`config.mk`:
```
export PLATFORM = sky130hd
export DESIGN_NAME = filter_decim_out
export DESIGN_NICKNAME = d
export VERILOG_FILES = /design/src/rtl/filter_decim_out.sv
export SDC_FILE = /design/constraint.sdc
export NUM_CORES = 1
export LEC_CHECK = 0
export CORE_MARGIN = 2
export CORE_UTILIZATION = 65
export CTS_CLUSTER_DIAMETER = 30
export DETAILED_ROUTE_END_ITERATION = 6
export PLACE_DENSITY = 0.85
export SYNTH_ARGS = -nofsm -noshare
export SYNTH_HDL_FRONTEND = slang
export SYNTH_HIERARCHICAL = 1
export SYNTH_SLANG_ARGS = --single-unit
```
`constraint.sdc`:
```
create_clock -name clk -period 8.7 [get_ports clk]
set_input_delay 2.61 -clock clk [delete_from_list [all_inputs] [get_ports clk]]
set_output_delay 2.61 -clock clk [all_outputs]
set_load 0.005 [all_outputs]
```
`src/rtl/filter_decim_out.sv`:
```
// Boxcar decimator, rounder, saturator and output FIFO for Q16.16 IIR filter samples.
// Latency: 3 clk edges from a block's last sample to the FIFO head when the FIFO is empty.
// Backpressure: the input is never stalled; a word arriving at a full FIFO with no read that edge is dropped.
//
// Ports:
//   clk, rst       clock (rising edge) and asynchronous active-low reset
//   in, in_valid   signed Q16.16 sample and its qualifier
//   out_data       FIFO head word (holds its last value when the FIFO is empty)
//   out_valid      FIFO non-empty
//   out_ready      consumer takes the head when out_valid & out_ready
//   overflow       sticky: a rounded average was clamped to OUT_W bits
//   drop           one-cycle pulse: a result was discarded at a full FIFO

// First-word-fall-through FIFO with a held last-read word.
// Latency: a written word is at the head in the cycle after the write edge.
// Backpressure: a write at full is accepted only when a read occurs on the same edge; wr_acc reports it.
module filter_decim_out_fifo #(
    parameter int W     = 16,
    parameter int DEPTH = 8,
    parameter int AW    = 3
) (
    input  logic         clk,
    input  logic         rst,
    input  logic         wr_vld,
    input  logic [W-1:0] wr_dat,
    output logic         wr_acc,
    input  logic         rd_rdy,
    output logic         rd_vld,
    output logic [W-1:0] rd_dat
);
    logic [W-1:0]  mem [DEPTH];
    logic [AW-1:0] wr_ptr;
    logic [AW-1:0] rd_ptr;
    logic [AW:0]   occ;
    logic [W-1:0]  last_dat;
    logic          empty;
    logic          full;
    logic          rd_en;

    assign empty  = (occ == '0);
    assign full   = (occ == (AW+1)'(DEPTH));
    assign rd_en  = rd_rdy & ~empty;
    // A full FIFO can still take a word if the head leaves on the same edge.
    assign wr_acc = wr_vld & (~full | rd_en);
    assign rd_vld = ~empty;
    // Once drained, keep presenting the last word that left rather than a stale slot.
    assign rd_dat = empty ? last_dat : mem[rd_ptr];

    always_ff @(posedge clk) begin
        if (wr_acc) begin
            mem[wr_ptr] <= wr_dat;
        end
    end

    always_ff @(posedge clk or negedge rst) begin
        if (!rst) begin
            wr_ptr   <= '0;
            rd_ptr   <= '0;
            occ      <= '0;
            last_dat <= '0;
        end else begin
            if (wr_acc) begin
                wr_ptr <= wr_ptr + AW'(1);
            end
            if (rd_en) begin
                rd_ptr   <= rd_ptr + AW'(1);
                last_dat <= mem[rd_ptr];
            end
            case ({wr_acc, rd_en})
                2'b10:   occ <= occ + (AW+1)'(1);
                2'b01:   occ <= occ - (AW+1)'(1);
                default: occ <= occ;
            endcase
        end
    end
endmodule

module filter_decim_out #(
    parameter int DECIM      = 4,
    parameter int LOG2_DECIM = 2,
    parameter int OUT_W      = 16,
    parameter int FIFO_DEPTH = 8
) (
    input  logic             clk,
    input  logic             rst,
    input  logic [31:0]      in,
    input  logic             in_valid,
    output logic [OUT_W-1:0] out_data,
    output logic             out_valid,
    input  logic             out_ready,
    output logic             overflow,
    output logic             drop
);
    // One guard bit beyond the block growth keeps the rounding add from wrapping.
    localparam int ACC_W = 32 + LOG2_DECIM + 1;
    localparam int AW    = $clog2(FIFO_DEPTH);

    localparam logic signed [ACC_W-1:0] HALF    = ACC_W'(64'sd32768);
    localparam logic signed [ACC_W-1:0] SAT_MAX = ACC_W'((64'sd1 <<< (OUT_W-1)) - 64'sd1);
    localparam logic signed [ACC_W-1:0] SAT_MIN = ACC_W'(-(64'sd1 <<< (OUT_W-1)));

    logic signed [ACC_W-1:0] acc;
    logic [LOG2_DECIM-1:0]   count;
    logic signed [ACC_W-1:0] in_sext;
    logic signed [ACC_W-1:0] sum;
    logic                    dump;

    logic signed [ACC_W-1:0] avg_r;
    logic                    avg_v;
    logic signed [ACC_W-1:0] rnd_sum;
    logic signed [ACC_W-1:0] rnd;
    logic [OUT_W-1:0]        sat_val;
    logic                    clip;

    logic [OUT_W-1:0]        sat_r;
    logic                    sat_v;
    logic                    wr_acc;

    assign in_sext = {{(LOG2_DECIM+1){in[31]}}, in};
    assign sum     = acc + in_sext;
    assign dump    = in_valid && (count == LOG2_DECIM'(DECIM-1));

    // Stage 1: accumulate a block of DECIM samples, emit its average on the last one.
    always_ff @(posedge clk or negedge rst) begin
        if (!rst) begin
            acc   <= '0;
            count <= '0;
            avg_r <= '0;
            avg_v <= 1'b0;
        end else begin
            avg_v <= dump;
            if (dump) begin
                avg_r <= sum >>> LOG2_DECIM;
                acc   <= '0;
                count <= '0;
            end else if (in_valid) begin
                acc   <= sum;
                count <= count + LOG2_DECIM'(1);
            end
        end
    end

    // Stage 2: round half toward +inf to an integer, then clamp to OUT_W signed bits.
    assign rnd_sum = avg_r + HALF;
    assign rnd     = rnd_sum >>> 16;

    always_comb begin
        sat_val = rnd[OUT_W-1:0];
        clip    = 1'b0;
        if (rnd > SAT_MAX) begin
            sat_val = SAT_MAX[OUT_W-1:0];
            clip    = 1'b1;
        end else if (rnd < SAT_MIN) begin
            sat_val = SAT_MIN[OUT_W-1:0];
            clip    = 1'b1;
        end
    end

    always_ff @(posedge clk or negedge rst) begin
        if (!rst) begin
            sat_r    <= '0;
            sat_v    <= 1'b0;
            overflow <= 1'b0;
            drop     <= 1'b0;
        end else begin
            sat_v <= avg_v;
            if (avg_v) begin
                sat_r <= sat_val;
            end
            if (avg_v && clip) begin
                overflow <= 1'b1;
            end
            // Stage 3 outcome: the word offered this edge found no room.
            drop <= sat_v & ~wr_acc;
        end
    end

    filter_decim_out_fifo #(
        .W     (OUT_W),
        .DEPTH (FIFO_DEPTH),
        .AW    (AW)
    ) u_fifo (
        .clk    (clk),
        .rst    (rst),
        .wr_vld (sat_v),
        .wr_dat (sat_r),
        .wr_acc (wr_acc),
        .rd_rdy (out_ready),
        .rd_vld (out_valid),
        .rd_dat (out_data)
    );
endmodule

```
==> impl_metrics.tcl <==
set metrics [dict create \
    floorplan.rows 47 \
    synth-async-reset-ratio_pct 44.1 \
    seqPwrFrac_pct 34.4 \
    routed_wirelength_microns 26700 \
    holdPathEnd "overflow" \
    synth_edf_count 128 \
    postCtsHoldBufs 0 \
    gp_congestion 0.943 \
    ys_ff_latch 229 \
    wl_per_cell_microns 21.2 \
    synth_area_leaders "edfxtp_1 (34%), dfrtp_1 (23%), ha_1 (4.5%)" \
    swShare_pct 36.2 \
    ys_seq_area_share_pct 56.9 \
    synthesis.instances 946 \
    cts_tree "built" \
    path_clk_slew_ps 50 \
    fmax_ghz 0.164 \
    status "finished clean" \
    synth_fp_nets 1024 \
    num-nets-final 1082 \
    period_needed_ps 6090 \
    grt_use_total_pct 29.4 \
    finalHoldViolCount 0 \
    p_leak_nw 5.24 \
    layout-drive-gt1-share_pct 13.2 \
    grt_max_degree 79 \
    post-cts-setup-buffers 0 \
    grt_overflow 0 \
    clock_latency_ps 530 \
    fillers 946 \
    initial_utilization_pct 67.1 \
    hpwl_microns 16100 \
    power_frac_comb_pct 35.4 \
    postRouteAntennaNets 0 \
    dieArea_sq_mm 0.0183 \
    pwr-share-clk_pct 30.3 \
    arrival_ps 3480 \
    yosysWarnings 6 \
    antenna_found_initial 0 \
    end_kind "output port" \
    setup_ws_ps 2610 \
    grt_pass1_wl_microns 41800 \
    criticalPathCategory "reg -> out" \
    root_buffer "clkbuf_16" \
    reg2reg_to "acc[32]" \
    slew_viol_final 0 \
    viasPerCell 6.51 \
    yosysUniqueCellTypes 67 \
    htreeDepth 2 \
    dr.pass1.iters 5 \
    grt_pass1_vias 8219 \
    worstSetupStartpointType "flop" \
    areaGrowthSynthToFinish_pct 18.8 \
    min_period_over_period_pct 70.0 \
    maxCapViolCount 0 \
    switchingPower_w 0.00192 \
    cts_resized 0 \
    reg2reg_from "acc[0]" \
    synth_area_leader_cell "edfxtp_1" \
    core_sq_mm 0.0167 \
    synth_area_sq_mm 0.0112 \
    num_antenna_cells 0 \
    hp-class "reg -> reg" \
    place_ws_ps 3050 \
    rr_worst_depth 10 \
    die_height_microns 135 \
    drcViolationCount 0 \
    p_int_w 0.00338 \
    syn_avg_cell_area_sq_um 11.8 \
    rsz0062_at_grt "no" \
    ios 55 \
    cts_buffers 40 \
    cts.path.max_buffers 3 \
    port_buffers 54 \
    cts_sinks 229 \
    worst_pin_slew_ps 1160 \
    final-setup-viol-count 0 \
    synth_flop_cell "edfxtp_1" \
    finalSetupTns_ps 0 \
    vdd_drop_max_mv 0.248 \
    die_w_microns 135 \
    slew-limit-headroom_pct 22.1 \
    min_path_cells 1 \
    vias 8171 \
    drtIter0Drc 746 \
    powerDensity_mw_per_mm2 398 \
    crit_fanout 38 \
    reg2reg_slack_ps 5580 \
    skew_ps 28.0 \
    synth_top_area_share_pct 34.3 \
    min-delay-start "overflow" \
    worstPathRequired_ps 6090 \
]
## metrics by stage
step	instance area [sq um]	utilization, %	power, W	hold slack (ps)	std cells
2_1_floorplan	11200	-	0.00303	434	946
3_3_place_gp	11900	71.3	0.00350	451	1182
3_5_place_dp	11900	71.3	0.00362	450	1182
4_1_cts	13300	79.7	0.00528	475	1256
5_1_grt	13300	79.7	0.00555	481	1256
6_report	13300	79.7	0.00529	475	1256
## registers in the layout (all words and copies together), names as in the netlist
signal	flops
u_fifo/mem	128
avg_v	1
overflow	1
u_fifo/last_dat	16
u_fifo/wr_ptr	3
acc	35
avg_r	18
u_fifo/rd_ptr	3
sat_v	1
u_fifo/occ	4
drop	1
count	2
sat_r	16
## how the worst max path moves through the flow
stage	start	to	slack, ps
floorplan	in[0]	acc[34]	3720
global placement	in[0]	acc[32]	3140
detailed placement	in[0]	acc[32]	3050
CTS	u_fifo/rd_ptr[0]	out_data[11]	2630
global route	u_fifo/rd_ptr[0]	out_data[7]	2490
finish	u_fifo/rd_ptr[0]	out_data[11]	2610
## per-layer routing
layer,vias up,GRT usage (%),routed length (microns)
met4,0,13.0,943
met2,364,51.5,13700
met3,76,4.71,1790
met1,4032,36.4,10200
met5,-,0,0
li1,3699,-,-
## power groups by stage
| stage | logic, W | clock network (W) | registers, W |
|---|---|---|---|
| floorplan | 0.00135 | 0 | 0.00168 |
| global placement | 0.00172 | 0 | 0.00179 |
| finish | 0.00187 | 0.00160 | 0.00182 |
| detailed placement | 0.00180 | 0 | 0.00181 |
| CTS | 0.00185 | 0.00161 | 0.00181 |
| global route | 0.00204 | 0.00166 | 0.00185 |
## cells in the mapped netlist, drive strengths merged, types with 9 or more instances
library cell	instances
a22o	12
dfrtp	101
nand2b	9
nor2	42
clkbuf	34
nor3	13
buf	13
a221o	18
mux2	36
xnor2	30
nand2	86
nand3	21
o21ai	75
edfxtp	128
a21o	16
and3	10
o22ai	16
o2bb2ai	15
xor2	16
a21oi	66
ha	40
mux2i	35
inv	24
## logic make-up after synthesis
kind of cell | after synthesis | synth area share (%)
multiplexers | 71 | 6.75
AO/OA/AOI/OAI | 273 | 16.2
AND/OR/NAND/NOR | 214 | 8.98
XOR/XNOR | 46 | 3.60
buffers and inverters | 71 | 2.76
flip-flops | 229 | 56.9
adder cells (fa/ha/maj) | 42 | 4.83
## cell usage in the layout (no fill, tap or decap), types with 10 or more instances in the layout
cell,n
xnor2_1,30
clkbuf_16,40
o2bb2ai_1,15
mux2_2,36
o22ai_1,16
inv_1,23
buf_4,10
o21ai_1,23
edfxtp_1,128
nor2_1,38
a21oi_1,65
a221o_1,18
ha_1,40
dfrtp_1,100
nand2_1,86
clkdlybuf4s50_1,53
a22o_1,12
o21ai_0,51
nand3_1,20
xor2_1,16
mux2i_1,35
a21o_1,16
## final cells by class
cell class,instances,area (sq um),share of cell area (%)
Inverter,24,90.1,0.677
Clock buffer,46,1040,7.84
Clock inverter,28,350,2.63
Tap cell,220,275,2.07
Sequential cell,229,6370,47.9
Multi-Input combinational cell,646,4570,34.3
Timing Repair Buffer,63,606,4.55
## worst max-delay path, cell delays in order, from the launching register on
cell             delay [ps]
dfrtp_2                 860
buf_4                   640
mux2_2                  290
o22ai_1                  90
a221o_1                 340
o21ai_1                 160
clkdlybuf4s50_1         520
No activity file was read; power rests on OpenSTA's default activity.
